### src/rtl/async_reset_sync_filter_bank.sv
// Multi-channel level synchronizer with programmable reset value, optional
// stability filter and one-cycle rise/fall pulses on the synchronized level.
module async_reset_sync_filter_bank #(
  parameter int unsigned      WIDTH         = 4,
  parameter int unsigned      DEPTH         = 3,
  parameter int unsigned      FILTER_CYCLES = 0,
  parameter logic [WIDTH-1:0] RESET_VALUE   = '0
) (
  input  logic             clock,
  input  logic             reset_n,
  input  logic [WIDTH-1:0] io_in,
  output logic [WIDTH-1:0] io_out,
  output logic [WIDTH-1:0] io_rise,
  output logic [WIDTH-1:0] io_fall,
  output logic             io_changed
);

  if (DEPTH < 2) begin : g_depth_check
    $error("async_reset_sync_filter_bank: DEPTH must be at least 2");
  end
  if (WIDTH < 1) begin : g_width_check
    $error("async_reset_sync_filter_bank: WIDTH must be at least 1");
  end

  // Plain flop chain; the attribute lets CDC/STA tools recognise the synchronizer.
  (* async_reg = "true" *) logic [WIDTH-1:0] sync_q [DEPTH];
  logic [WIDTH-1:0] synced;

  always_ff @(posedge clock or negedge reset_n) begin
    if (!reset_n) begin
      for (int k = 0; k < DEPTH; k++) sync_q[k] <= RESET_VALUE;
    end else begin
      sync_q[0] <= io_in;
      for (int k = 1; k < DEPTH; k++) sync_q[k] <= sync_q[k-1];
    end
  end

  assign synced = sync_q[DEPTH-1];

  if (FILTER_CYCLES == 0) begin : g_no_filter
    assign io_out = synced;
  end else begin : g_filter
    localparam int unsigned      CNT_W    = $clog2(FILTER_CYCLES + 1);
    localparam logic [CNT_W-1:0] CNT_LAST = CNT_W'(FILTER_CYCLES - 1);

    logic [CNT_W-1:0] cnt_q [WIDTH];
    logic [WIDTH-1:0] filt_q;

    // A channel only follows synced after FILTER_CYCLES consecutive disagreements.
    always_ff @(posedge clock or negedge reset_n) begin
      if (!reset_n) begin
        filt_q <= RESET_VALUE;
        for (int i = 0; i < WIDTH; i++) cnt_q[i] <= '0;
      end else begin
        for (int i = 0; i < WIDTH; i++) begin
          if (synced[i] == filt_q[i]) begin
            cnt_q[i] <= '0;
          end else if (cnt_q[i] == CNT_LAST) begin
            filt_q[i] <= synced[i];
            cnt_q[i]  <= '0;
          end else begin
            cnt_q[i] <= cnt_q[i] + CNT_W'(1);
          end
        end
      end
    end

    assign io_out = filt_q;
  end

  logic [WIDTH-1:0] out_q;

  always_ff @(posedge clock or negedge reset_n) begin
    if (!reset_n) out_q <= RESET_VALUE;
    else          out_q <= io_out;
  end

  // Both io_out and out_q sit at RESET_VALUE in reset, so no pulse on entry or release.
  assign io_rise    = io_out & ~out_q;
  assign io_fall    = ~io_out & out_q;
  assign io_changed = |(io_rise | io_fall);

endmodule

### config.mk
export PLATFORM = sky130hd
export DESIGN_NAME = async_reset_sync_filter_bank
export DESIGN_NICKNAME = d
export VERILOG_FILES = /design/src/rtl/async_reset_sync_filter_bank.sv
export SDC_FILE = /design/constraint.sdc
export NUM_CORES = 1
export LEC_CHECK = 0
export ABC_AREA = 1
export CORE_AREA = 2 2 43 45
export DETAILED_ROUTE_END_ITERATION = 8
export DIE_AREA = 0 0 45 47
export GPL_ROUTABILITY_DRIVEN = 1
export GPL_TIMING_DRIVEN = 0
export HOLD_SLACK_MARGIN = 0.05
export PLACE_DENSITY = 0.71
export RECOVER_POWER = 100
export SLEW_MARGIN = 30
export SYNTH_ARGS = -nofsm -noshare
export SYNTH_HDL_FRONTEND = slang
export SYNTH_SLANG_ARGS = --single-unit
### constraint.sdc
create_clock -name clock -period 1 [get_ports clock]
set_input_delay 0.25 -clock clock [delete_from_list [all_inputs] [get_ports clock]]
set_output_delay 0.25 -clock clock [all_outputs]
set_load 0.1 [all_outputs]
## Word-level counts from Yosys, hierarchy flattened

Index checks and enable logic that the tools add are counted.

| word-level totals | value |
|---|---|
| register bits after elaboration | 16 |
| bits of input ports | 6 |
| output and inout port bits | 13 |
| word-level logic and storage cells | 10 |

| operators by class | value |
|---|---|
| bitwise operators | 5 |
| reduce and logical (&&, ||, !) cells | 1 |

Operator list:

| cell | number |
|---|---|
| 4-bit AND | 2 |
| 4-bit NOT | 2 |
| 4-bit OR | 1 |
| 4-bit OR reduction | 1 |

## Longest topological paths before layout

| depth | value |
|---|---|
| word-level depth | 4 |
| depth in mapped cells | 5 |
| depth with buffers taken out | 5 |

## Worst setup path before layout

Ideal clock, no wire load.

| path | value |
|---|---|
| path kind | register -> output |
| start | reg sync_q, in the netlist io_out[2] |
| end | out io_changed |
| data arrival time | 1.407 ns |
| required time | 0.750 ns |
| setup slack | -0.657 ns |
| cell stages (with the launch flop) | 6 |
| path buffers | 0 |
| cell sequence | dfrtp_1 > inv_1 > ha_1 > nand2_1 > inv_1 > nand2_1 |

| on the way | value |
|---|---|
| longest elaborated chain between the ends | 4 |
| elaborated cells between the ends (all ways) | 5 |
| those cells by class | bitwise (4); reduce/logical (1) |

RTL lines:

| what | line | text |
|---|---|---|
| start, declared | 26 | `(* async_reg = "true" *) logic [WIDTH-1:0] sync_q [DEPTH];` |
| 4-bit NOT | 80 | `assign io_fall = ~io_out & out_q;` |
| 4-bit AND | 80 |  |
| 4-bit OR (*) | 81 | `assign io_changed = \|(io_rise \| io_fall);` |
| 4-bit OR reduction (*) | 81 |  |
| end, declared | 15 | `output logic io_changed` |

Mark *: on every way between the ends. The rest lies on a longest branch, timed or not.

## Final worst setup path

Same ends and word-level chain as after synthesis.

==> run summary <==
The flow ran to the end, but the final reports show violations. The final reports fail on negative setup slack. The I/O pin total was 19; the wire length of the first global-routing pass was 1670 µm.

The mean instance size in the synthesized netlist came out at 14.1 µm². Setup repair after global routing could not meet its margin everywhere. The relative max-transition margin was 54.3%. The run gives 1 as the total iterations of the first detailed-routing run. The critical path is of the register to primary output type.

The cell family contributing the most delay on the critical path was flip-flops. The number of nets handed over by synthesis was 55. The starting DRC count in detailed routing was 0; the mean routed wirelength per cell was 11.8 µm. The core region is 0.00165 mm². The initial utilization of the core area, before any placement, comes to 35.1%. The number of antenna diodes in the final layout is 0. The run gives 384 as the via count of the first global-routing pass. The standby leakage power is 0.554 nW, and the number of nets in the finished design is 91. At the pin with the least slew margin, the transition time is 684 ps. The filler cells instantiated in the layout total 106. In this run, synthesis produced a sequential element count of 16. After detailed routing, the number of remaining DRC violations is 0. The worst setup path is launched from a register. Maximum level of the CTS H-tree: 1. The final worst setup slack is -586 ps, and the total power density per cell area is 1370 mW/mm².

The maximum vdd ir drop was 0.886 mV. Leaving out filler cells and counting taps, the final layout contains 93. The run gives 579 µm² as the post-synthesis instance area. STA classifies the critical path endpoint as a primary output.

The logs give 270 ps for the clock network latency to the later pin of the worst-skew pair and -5430 ps for the setup TNS. Routability-driven placement finished with a final weighted congestion of 0.630. The number of synthesis warnings came out at 0. In this run the remaining antenna-violating nets after routing total 0. The tools report the maximum count of clock buffers along a single path as 2. Proportion of layout cells with a drive suffix above 1: 65.8%. The final critical delay including setup and external delays was 1590 ps. Counting every sink on the clock net gives 16. The number of placed instances, taps included, is 76. Static timing analysis puts the maximum clock frequency at 0.630 GHz.

The global-route congestion overflow total was 0. The logs give 0 for the final number of max-transition violations and 15 for the total number of placement rows. Setup violations remaining at the end of the flow were counted as 13. In the global route stage, overall resource usage came out at 11.9%. In this run, distinct cell masters in the synthesized netlist total 5.

Leaving out fill and tap cells, the most frequent cell in the layout is dfrtp_1. At the end of the flow the core is filled with cells to 72.6%. Sequential cells were found to cover 69.1% of the synthesized design area. The run gives 394 as the vias after detailed routing.

The tree is rooted in a clkbuf_4. The detailed-route vias per instance was 4.24; the initial antenna violation count was 0. The floorplan step set the die width to 45 µm. The run gives 1340 ps as the critical path arrival. TritonCTS built the clock tree.

In this run the worst path has a maximum fanout of 3. On the final layout, the worst clock skew is 3.59 ps. The die covers 0.00212 mm². In the finished design, the share of the clock period the worst path needs comes to 159%.

From synthesis to final layout, the design area changed by 107%. The number of hold buffers added after CTS was 0. The critical path goes through inv_2 > ha_4 > nand2_2 > inv_4 > nand2_8 > buf_12.

The synthesized netlist cell count was 41; the number of endpoints with negative hold slack in the final report was 0. The maximum single-stage delay on the critical path was 400 ps. The number of buffers added on ports is 18. Counting both buffers and inverters, the worst setup path holds a total of 3. The number of clock buffers added by TritonCTS is 3. The height of the die works out to 47 µm.

Entering global routing, the biggest net connects 17 pins. For this design, the slowest cell found on the critical path is dfrtp_1. After clock tree synthesis, the clock-pin slew on the worst setup and hold paths is 90 ps. Class of the tightest hold or removal check: register to register.

Data on the critical path is required at its endpoint by 750 ps. In the layout the commonest cells are dfrtp_1, buf_12, ha_4, buf_6, buf_4. The tool flagged a number of max-cap violations equal to 0.

The total detailed-routing wirelength came out at 1100 µm.
==> stage by stage <==
step / hold slack, ps / cell area (µm²) / worst slack [ps] / total power (W)
after floorplan: -45.6 / 656 / -196 / 0.00101
after CTS: 355 / 1130 / -596 / 0.00161
after global routing: 365 / 1200 / -638 / 0.00171
final: 354 / 1200 / -586 / 0.00164
after detailed placement: 336 / 857 / -1240 / 0.00107
after global placement: 333 / 857 / -1220 / 0.00107
==> sequential cells by signal, indices dropped and copies added (netlist names) <==
name / cells
sync_q: 8
io_out: 4
out_q: 4
==> worst register-to-register path, delay by kind of cell (launching register included) <==
kind / cells / cell delay (ps)
flops: 1 / 410
buf+inv: 3 / 390
==> final timing paths <==
path	startpoint	endpoint	slack, ps	cells after the start
worst max register to register	io_out[0]	out_q[0]	110	3
max in group asynchronous	reset_n	sync_q[8]	180	1
worst min-delay path	sync_q[11]	sync_q[7]	350	0
worst min register to register	sync_q[11]	sync_q[7]	350	0
min in group asynchronous	reset_n	out_q[0]	380	1
worst max-delay path	io_out[2]	io_changed	-590	6
==> layout make-up <==
class	count	area, µm²	area share [%]
tap	17	21.3	1.77
buffer	4	41.3	3.44
inverter	10	42.5	3.55
multi-input combinational	11	238	19.8
sequential	16	400	33.4
timing repair buffer	31	419	35.0
clock buffer	4	36.3	3.03
==> synth_stat cells <==
| library cell | count | share of area, % |
|---|---|---|
| inv_1 | 10 | 6.5 |
| ha_1 | 8 | 17 |
| dfrtp_1 | 16 | 69 |
| buf_4 | 4 | 5.2 |
| nand2_1 | 3 | 1.9 |
==> per-layer routing <==
layer	GRT usage, %	wire length, µm	vias up
met1	12.0	411	194
li1	-	-	184
met3	2.31	48	2
met4	8.82	10	0
met2	21.7	625	14
met5	0	0	-
==> kinds of logic after synthesis <==
logic type	count (synthesis)	synth area share, %
adder cells (fa/ha/maj)	8	17.3
flip-flops	16	69.1
AND/OR/NAND/NOR	3	1.94
buffers and inverters	14	11.7
==> where the power goes <==
group	internal, W	leakage (nW)	switching, W
clock	0.000221	0.0210	0.000185
combinational	0.000220	0.347	0.000313
sequential	0.000679	0.186	0.0000195
total	0.00112	0.554	0.000517
==> what timing repair did <==
item	CTS	global route
endpoints found under the setup margin	13	13
pin swaps	7	5
gates resized for setup	127	11
setup buffers	7	7
No activity file was read; power rests on OpenSTA's default activity.
==> RTL change: new RTL, same settings <==
Change the parameter `DEPTH` from 3 to 2.
--- a/src/rtl/async_reset_sync_filter_bank.sv
+++ b/src/rtl/async_reset_sync_filter_bank.sv
@@ -2,7 +2,7 @@
 // stability filter and one-cycle rise/fall pulses on the synchronized level.
 module async_reset_sync_filter_bank #(
   parameter int unsigned      WIDTH         = 4,
-  parameter int unsigned      DEPTH         = 3,
+  parameter int unsigned      DEPTH         = 2,
   parameter int unsigned      FILTER_CYCLES = 0,
   parameter logic [WIDTH-1:0] RESET_VALUE   = '0
 ) (
Behaviour: not the same (a bounded check fails within 4 cycles, from zero or initial values and one cycle with reset_n low).
==> RTL change against the unedited design <==
- area after synthesis shrank 17%
- highest routed layer unchanged
- cell count is 9.7% lower
- sequential cell count fell by 4
- the run still ends with negative setup slack left
- power is 15% lower
- clock skew fell by 0.0015 ns
- routed wire length shrank 25%
- critical path depth is the same
- via count fell by 15%
- worst setup slack gained 0.028 ns
- clock power shrank 9.4%
- sequential share of layout area shrank 4.8 points
- utilization down 8.9 points
- design area decreased by 12%
==> RTL change: results (changes against the unedited design) <==
initial antenna violation count 0 (unchanged); Hold EP io_out[2]$_DFF_PN0_; worst-path fanout max 4 (+1); mux cell area share after synthesis 0% (unchanged); Yosys top cell area share 62.7% (-6.5 points); R2R Path Start io_out[0]$_DFF_PN0_; Cells after Synth 37 (-9.8%); largest net degree at the start of global routing 13 (-4); Post-synth top cells 12 x dfrtp_1, 10 x inv_1, 8 x ha_1, 4 x buf_4, 3 x nand2_1; post-synthesis net count 51 (-7.3%); outcome finished with violations; CP Launch Point io_out[1]$_DFF_PN0_; Reg-to-Reg End out_q[0]$_DFF_PN0_; placed cells 72 (-5.3%); worst hold margin 0.351 ns (-0.00331 ns); Iter 0 DRT Violations 1 (+1); GP Congestion 0.615 (-2.4%); layout cells sized above 1 65.7% (-0.12 points); final cell count without fillers 84 (-9.7%); worst skew pair latency 0.26 ns; Tightest Pin Transition 0.513 ns (-0.170 ns); LEAKAGE 0.000483 µW (-13%); clk_skew 0.00206 ns (-0.00153 ns); vias in the first global route 332 (-14%); worst vdd ir 745 µV (-16%); TritonCTS Buffers 3 (unchanged); Slowest-stage cell, CP dfrtp_1; first-pass GRT wire length 1.37 mm (-18%); CTS root buf clkbuf_4; Port Buffers 18 (unchanged); Worst-path clk slew 0.07 ns (-0.02 ns); leading post-synthesis cells by cell area dfrtp_1 63%, ha_1 21%, inv_1 7.8%, buf_4 6.3%, nand2_1 2.3%; drt via density 3.99 (-5.9%); antenna diode count 0 (unchanged); Hold Crit Depth 0 (unchanged); post-route setup TNS -4.56 ns (+0.861 ns); Place WS -1.26 ns (-0.0202 ns); P_sw 464 µW (-10%); FF-to-FF setup slack 0.13 ns (+0.02 ns); Tot GR Track Use 9.65% (-2.2 points); Cell variety after synth 5 (unchanged); setup violators final 13 (unchanged); Synth async-reset ratio 100% (unchanged); drt pass-1 iters 2 (+1); CTS max path bufs 2 (unchanged); H-tree Lvls 1 (unchanged); compound-gate portion of the synthesized area 0% (unchanged); Post-Synth Adder-Cell Area 20.9% (+3.6 points); DR WL/cell 9.75 µm (-17%); failing checks negative setup slack; hold wc startpoint sync_q[6]$_DFF_PN0_; setup slack after layout -0.558 ns (+0.0281 ns); sequential share of the synthesized area 62.7% (-6.5 points); final net count 82 (-9.9%); Crit path arrival time 1.31 ns (-0.03 ns)
RTL change: cell count changes after synthesis:
cell and change:
dfrtp_1 -4
RTL change: power groups by stage:
stage                     Sequential [µW]  Clock [µW]  Combinational (µW)
after floorplan                       536           0                 298
after global placement                538           0                 354
final                                 529         368                 500
after CTS                             529         390                 486
after global routing                  531         425                 520
after detailed placement              540           0                 359
RTL change: cell type report:
class / instances / area [µm²]
fill: 117 / 601
timing repair buffer: 27 / 385
sequential: 12 / 300
multi-input combinational: 11 / 238
inverter: 10 / 40.0
clock buffer: 4 / 36.3
buffer: 3 / 30.0
tap: 17 / 21.3
RTL change: through the flow:
stage / cell area (µm²) / util (%)
floorplan: 556 / -
CTS: 1030 / 62.1
finish: 1050 / 63.6
global placement: 757 / 45.8
detailed placement: 757 / 45.8
global route: 1050 / 63.6
RTL change: per-layer routing:
layer / up-vias / global-route usage, % / part of all wire, % / routed length [µm]
met3: 2 / 2.31 / 4.2 / 34
met4: 0 / 8.82 / 0.85 / 7
li1: 162 / - / - / -
met1: 158 / 10.2 / 39 / 316
met5: - / 0 / 0 / 0
met2: 13 / 16.0 / 56 / 461
RTL change: cell families (layout without fill, tap and decap cells):
logic type	count (synthesis)	count (layout)
simple gates	3	3
fa+ha+maj	8	8
buf+inv	14	44
flops	12	12
RTL change: repair_timing:
| action | CTS | global route |
|---|---|---|
| setup endpoints to repair | 13 | 13 |
| gates resized for setup | 126 | 7 |
| pin swaps | 5 | 4 |
| endpoints found under the hold margin | 0 | 0 |
| setup buffers | 6 | 3 |
RTL change: worst max-delay path, delay by kind of cell (launching register included):
family	cells	cell delay, ns
AND/OR/NAND/NOR	2	0.10
adder cells (fa/ha/maj)	1	0.27
flip-flops	1	0.40
buffers and inverters	3	0.28
